<file path="src/rtl/key_expan_pkg.sv">
// Shared AES-128 key-schedule constants: sizes, Rcon table, forward S-box and FSM states.
package key_expan_pkg;

    localparam int KEY_WIDTH  = 128;
    localparam int NUM_ROUNDS = 10;
    localparam int NUM_KEYS   = NUM_ROUNDS + 1;
    localparam int EXP_WIDTH  = NUM_KEYS * KEY_WIDTH;

    typedef enum logic {
        ST_IDLE,
        ST_EXPAND
    } state_e;

    // Round 1 constant sits in the top byte.
    localparam logic [79:0] RCON_TBL = 80'h01020408102040801b36;

    // Entry 0x00 sits in the top byte.
    localparam logic [2047:0] SBOX_TBL = {
        128'h637c777bf26b6fc53001672bfed7ab76,
        128'hca82c97dfa5947f0add4a2af9ca472c0,
        128'hb7fd9326363ff7cc34a5e5f171d83115,
        128'h04c723c31896059a071280e2eb27b275,
        128'h09832c1a1b6e5aa0523bd6b329e32f84,
        128'h53d100ed20fcb15b6acbbe394a4c58cf,
        128'hd0efaafb434d338545f9027f503c9fa8,
        128'h51a3408f929d38f5bcb6da2110fff3d2,
        128'hcd0c13ec5f974417c4a77e3d645d1973,
        128'h60814fdc222a908846eeb814de5e0bdb,
        128'he0323a0a4906245cc2d3ac629195e479,
        128'he7c8376d8dd54ea96c56f4ea657aae08,
        128'hba78252e1ca6b4c6e8dd741f4bbd8b8a,
        128'h703eb5664803f60e613557b986c11d9e,
        128'he1f8981169d98e949b1e87e9ce5528df,
        128'h8ca1890dbfe6426841992d0fb054bb16
    };

    function automatic logic [7:0] sbox(input logic [7:0] x);
        return SBOX_TBL[(255 - int'(x)) * 8 +: 8];
    endfunction

    function automatic logic [7:0] rcon(input logic [3:0] rnd);
        if (rnd == 4'd0 || rnd > 4'(NUM_ROUNDS))
            return 8'h00;
        return RCON_TBL[(NUM_ROUNDS - int'(rnd)) * 8 +: 8];
    endfunction

endpackage

</file>
<file path="src/rtl/key_expan_if.sv">
// Start strobe, cipher key and expanded-key bus between the key-schedule block and its user.
interface key_expan_if
    import key_expan_pkg::*;
#(
    parameter int KW  = KEY_WIDTH,
    parameter int EKW = EXP_WIDTH
);
    logic           en;
    logic [KW-1:0]  initial_key;
    logic [EKW-1:0] key_reg;

    modport master (output en, output initial_key, input key_reg);
    modport slave  (input en, input initial_key, output key_reg);
endinterface

</file>
<file path="src/rtl/key_expan_aes_key_round.sv">
// One AES-128 key-schedule step: next round key from the previous one and its Rcon byte.
module aes_key_round
    import key_expan_pkg::*;
(
    input  logic [KEY_WIDTH-1:0] prev_key_i,
    input  logic [7:0]           rcon_i,
    output logic [KEY_WIDTH-1:0] next_key_o
);
    logic [31:0] w0, w1, w2, w3;
    logic [31:0] rot_w, sub_w, temp_w;
    logic [31:0] n0, n1, n2, n3;

    assign {w0, w1, w2, w3} = prev_key_i;
    assign rot_w = {w3[23:0], w3[31:24]};

    for (genvar b = 0; b < 4; b++) begin : g_sbox
        assign sub_w[b*8 +: 8] = sbox(rot_w[b*8 +: 8]);
    end

    assign temp_w = sub_w ^ {rcon_i, 24'h000000};
    assign n0 = w0 ^ temp_w;
    assign n1 = w1 ^ n0;
    assign n2 = w2 ^ n1;
    assign n3 = w3 ^ n2;

    assign next_key_o = {n0, n1, n2, n3};
endmodule

</file>
<file path="src/rtl/key_expan.sv">
// Iterative AES-128 key expansion: one round key per cycle into 11 registered slots.
module key_expan
    import key_expan_pkg::*;
#(
    parameter int KEY_WIDTH_P        = KEY_WIDTH,
    parameter int EXPANDED_KEY_WIDTH = EXP_WIDTH
) (
    input  logic       clk,
    input  logic       reset_n,
    key_expan_if.slave bus
);
    localparam int NK = EXPANDED_KEY_WIDTH / KEY_WIDTH_P;

    state_e                              state_q, state_d;
    logic [3:0]                          rnd_q, rnd_d;
    logic [NK-1:0][KEY_WIDTH_P-1:0]      key_q, key_d;
    logic [KEY_WIDTH_P-1:0]              prev_key, next_key;
    logic [3:0]                          prev_idx;

    assign prev_idx = rnd_q - 4'd1;
    assign prev_key = key_q[prev_idx];

    aes_key_round u_round (
        .prev_key_i (prev_key),
        .rcon_i     (rcon(rnd_q)),
        .next_key_o (next_key)
    );

    always_comb begin
        state_d = state_q;
        rnd_d   = rnd_q;
        key_d   = key_q;
        // A start strobe wins in either state, restarting from the new key.
        if (bus.en) begin
            key_d    = '0;
            key_d[0] = bus.initial_key;
            rnd_d    = 4'd1;
            state_d  = ST_EXPAND;
        end else if (state_q == ST_EXPAND) begin
            key_d[rnd_q] = next_key;
            if (rnd_q == 4'(NUM_ROUNDS)) begin
                rnd_d   = 4'd1;
                state_d = ST_IDLE;
            end else begin
                rnd_d = rnd_q + 4'd1;
            end
        end
    end

    always_ff @(posedge clk) begin
        if (reset_n) begin
            state_q <= ST_IDLE;
            rnd_q   <= 4'd1;
            key_q   <= '0;
        end else begin
            state_q <= state_d;
            rnd_q   <= rnd_d;
            key_q   <= key_d;
        end
    end

    assign bus.key_reg = key_q;
endmodule

</file>
<file path="src/flat_wrapper.sv">
// flat-port wrapper written by rule: the top's interface ports become plain ports
module key_expan_flat import key_expan_pkg::*;
#(
    parameter int KEY_WIDTH_P        = KEY_WIDTH,
    parameter int EXPANDED_KEY_WIDTH = EXP_WIDTH
)
  (clk, reset_n, bus_en, bus_initial_key, bus_key_reg);
  key_expan_if bus_i ();
  input  logic clk;
  input  logic reset_n;
  input wire logic [$bits(bus_i.en)-1:0] bus_en;
  input wire logic [$bits(bus_i.initial_key)-1:0] bus_initial_key;
  output wire logic [$bits(bus_i.key_reg)-1:0] bus_key_reg;
  assign bus_i.en = bus_en;
  assign bus_i.initial_key = bus_initial_key;
  assign bus_key_reg = bus_i.key_reg;
  key_expan #(.KEY_WIDTH_P(KEY_WIDTH_P), .EXPANDED_KEY_WIDTH(EXPANDED_KEY_WIDTH)) u_core (.clk(clk), .reset_n(reset_n), .bus(bus_i));
endmodule
</file>
<file path="config.mk">
export PLATFORM = sky130hd
export DESIGN_NAME = key_expan_flat
export DESIGN_NICKNAME = d
export VERILOG_FILES = /design/src/rtl/key_expan_pkg.sv /design/src/rtl/key_expan_if.sv /design/src/rtl/key_expan_aes_key_round.sv /design/src/rtl/key_expan.sv /design/src/flat_wrapper.sv
export SDC_FILE = /design/constraint.sdc
export NUM_CORES = 2
export LEC_CHECK = 0
export BUFFER_PORTS_ARGS = -buffer_cell sky130_fd_sc_hd__buf_2
export CAP_MARGIN = 20
export CORE_AREA = 2 2 601 603
export CTS_CLUSTER_DIAMETER = 80
export DETAILED_ROUTE_END_ITERATION = 6
export DIE_AREA = 0 0 603 605
export GPL_TIMING_DRIVEN = 1
export SYNTH_ARGS = -nofsm -noshare
export SYNTH_HDL_FRONTEND = slang
export SYNTH_SLANG_ARGS = --single-unit
</file>
<file path="constraint.sdc">
create_clock -name clk -period 9.25 [get_ports clk]
set_input_delay 0.925 -clock clk [delete_from_list [all_inputs] [get_ports clk]]
set_output_delay 0.925 -clock clk [all_outputs]
set_load 0.005 [all_outputs]
</file>
==> flow_metrics.tcl <==
set metrics [dict create \
    status "finished, violations left" \
    violations "design-rule violations" \
    post_cts_buffers 0 \
    slew_viol_final 0 \
    pre_cts_slack_ps 410.7 \
    synth-edff-count 0 \
    worst_pin_slew_ps 1299 \
    vias 90000 \
    cts_sinks 1413 \
    crit_chain "inv_8 -> ha_4 -> buf_12 -> mux2i_1 -> o21ai_0 -> clkbuf_4 -> nand2_1 -> nand2_1 -> ha_1 -> clkinv_1 -> nand2_1 -> a31oi_1 -> a221oi_1 -> a311oi_1 -> a31oi_4 -> xnor2_2 -> xnor2_1 -> a21boi_1 -> o211ai_1" \
    cts_buffer_depth 4 \
    cts_root_buffer "clkbuf_16" \
    final.period_utilization 0.9230 \
    synth_top_flop_cell "dfxtp_1" \
    timing.fmax_mhz 117.1 \
    first_global_vias 80830 \
    yosys.area_share.adder 0.009666 \
    timing.final.hold_violations 0 \
    synth_warnings 0 \
    combPwrFrac 0.369 \
    async_flop_share 0 \
    syn_area_um2 77670 \
    p_sw_frac 0.4250 \
    antenna_found_initial 54 \
    p_per_area_nw_per_um2 218.5 \
    most-common-layout-cells "nand2_1, buf_2, dfxtp_1" \
    final_area_um2 96140 \
    hp-class "primary input to flop" \
    drt-wirelength-per-cell_um 38.26 \
    rows 220 \
    drive_gt1_frac 0.2431 \
    grt_first_pass_wirelength_um 784800 \
    fin_cells 15720 \
    final-seq-area_um2 28290 \
    fin_util 0.2685 \
    synth-xor-area-share 0.02626 \
    worst-path-buf-inv 4 \
    grt_max_degree 207 \
    ios 1539 \
    synthMuxAreaShare 0.09735 \
    crit_path_frequent_cell "nand2_1" \
    start_kind "flop" \
    worstPathMaxFanout 103 \
    coreArea_um2 358100 \
    cap_violations 0 \
    ir_drop_mv 0.1509 \
    crit_arrival_ps 9300 \
    critPathCaptureType "flop" \
    finalPower_mw 21.01 \
    cts_tree "done" \
    fin_hold_ws_ps 308.6 \
    critPathSlowestCell "a31oi_4" \
    synth-simple-area-share 0.1792 \
    fin_skew_ps 72.79 \
    rsz0062_at_grt "false" \
    synth_seq_cells 1413 \
    period_needed_ps 8538 \
    groute.usage.overall 0.3132 \
    p_leak_nw 37.70 \
    setup_violations 0 \
    h-tree-depth 4 \
    p_seq_frac 0.298 \
    first_iter_violations 15030 \
    final_common_cell "nand2_1" \
    criticalPathCategory "flop to flop" \
    clockPowerShare 0.333 \
    cp_top_family "compound AO/OA/AOI/OAI gates" \
    fp.dieH_um 605 \
    p_sw_mw 8.930 \
    die_width_um 603 \
    largest_reg_flops 1408 \
    required_ps 10010 \
    syn_avg_cell_area_um2 7.916 \
    max_stage_delay_ps 950 \
    yosysSeqAreaShare 0.3642 \
    post_dp_cell_area_um2 90410 \
    fillerInstances 38850 \
    placedCellCount 15380 \
    synth_top_family_by_area "compound AO/OA/AOI/OAI gates" \
    clkLatencyLatePin_ps 870 \
    drcViolationCount 14 \
    intPower_mw 12.08 \
    first_pass_iters 7 \
    syn_inst 9812 \
    vias_per_cell 5.724 \
    fin_setup_tns_ps 0 \
    io_buffers 1538 \
    drtAntennaViolNets 0 \
    fin_ws_ps 712.3 \
    multi_input_area_um2 45130 \
    wl_um 601600 \
    slew_headroom 0.1251 \
    place.gp.congestion 1.056 \
    nets 10980 \
    area_growth_pct 23.78 \
    cts_inserted_buffers 171 \
    place_hpwl_um 452000 \
    cts_resized 0 \
    ys_types 113 \
    clk_pin_slew_ps 60 \
    gr-total-overflow 0 \
    synth-compound-area-share 0.2566 \
    die-area_um2 364800 \
    initial_core_util 0.2169 \
    hold_buffers 0 \
    syn-num-nets 10000 \
]
==> power by group through the flow <==
stage / registers [mW] / clock network (mW) / logic, mW
floorplan: 6.36 / 0 / 3.69
CTS: 6.26 / 7.00 / 7.55
global placement: 6.39 / 0 / 7.55
global route: 6.27 / 7.22 / 7.89
detailed placement: 6.40 / 0 / 7.53
finish: 6.27 / 7.00 / 7.74
==> synthesized netlist by cell type, types with 17 or more instances <==
master     count  share of area
nand2_1     1732          0.084
dfxtp_1     1413           0.36
a21oi_1     1093          0.070
nor2_1       815          0.039
o21ai_0      784          0.051
clkbuf_1     632          0.031
nand3_1      429          0.028
a211oi_1     282          0.027
buf_2        267          0.017
mux2i_1      239          0.031
mux4_2       220          0.064
o211ai_1     130          0.013
xnor2_1      125          0.014
a31oi_1      121         0.0097
buf_1        105         0.0051
nor3_1       104         0.0067
o22ai_1       85         0.0068
buf_4         82         0.0079
a311o_1       66         0.0085
a221oi_1      64         0.0072
ha_1          60         0.0097
nand4_1       50         0.0040
inv_1         47         0.0023
a311oi_1      45         0.0051
xor2_1        44         0.0050
o311ai_0      40         0.0045
o221ai_1      32         0.0036
a22o_1        31         0.0035
o2111ai_1     30         0.0034
or3_1         30         0.0024
and2_1        29         0.0023
o21ai_1       29         0.0019
and3_1        28         0.0023
a21o_1        25         0.0024
o31ai_1       25         0.0024
a2111oi_0     21         0.0024
buf_6         21         0.0030
a211o_1       19         0.0021
mux2_2        19         0.0028
nand3b_1      18         0.0017
a32oi_1       17         0.0019
o21a_1        17         0.0016
==> path summary, 6_finish.rpt <==
path                            cells past startpoint  slack, ps                       end                      from
worst max-delay path                               19        710  u_core.bus.key_reg[1308]           u_core.rnd_q[0]
worst min-delay path                                2        310   u_core.bus.key_reg[103]      bus_initial_key[103]
worst max register to register                     19        710  u_core.bus.key_reg[1308]           u_core.rnd_q[0]
worst min register to register                      2        470  u_core.bus.key_reg[1124]  u_core.bus.key_reg[1124]
==> cells by family (layout without fill, tap and decap cells) <==
logic type / count (synthesis) / after routing
compound gates: 3172 / 3172
xor+xnor: 197 / 197
fa+ha+maj: 60 / 60
buf+inv: 1168 / 2276
flops: 1413 / 1413
mux: 478 / 478
other cells: 0 / 31
simple gates: 3324 / 3324
==> cell type report <==
class                      instances  area share
sequential                      1413      0.2943
multi-input combinational       7231      0.4694
inverter                          61    0.002486
tap                             4773     0.06212
antenna                           31   0.0008069
clock inverter                    61    0.007223
timing repair buffer            1913      0.1127
clock buffer                     241     0.05102
==> per-layer routing <==
layer / track usage / part of all wire
met3: 0.1217 / 0.13
met1: 0.3652 / 0.36
met2: 0.4614 / 0.42
met5: 0 / 0.00016
met4: 0.2384 / 0.093
(Power assumes the default switching activity.)
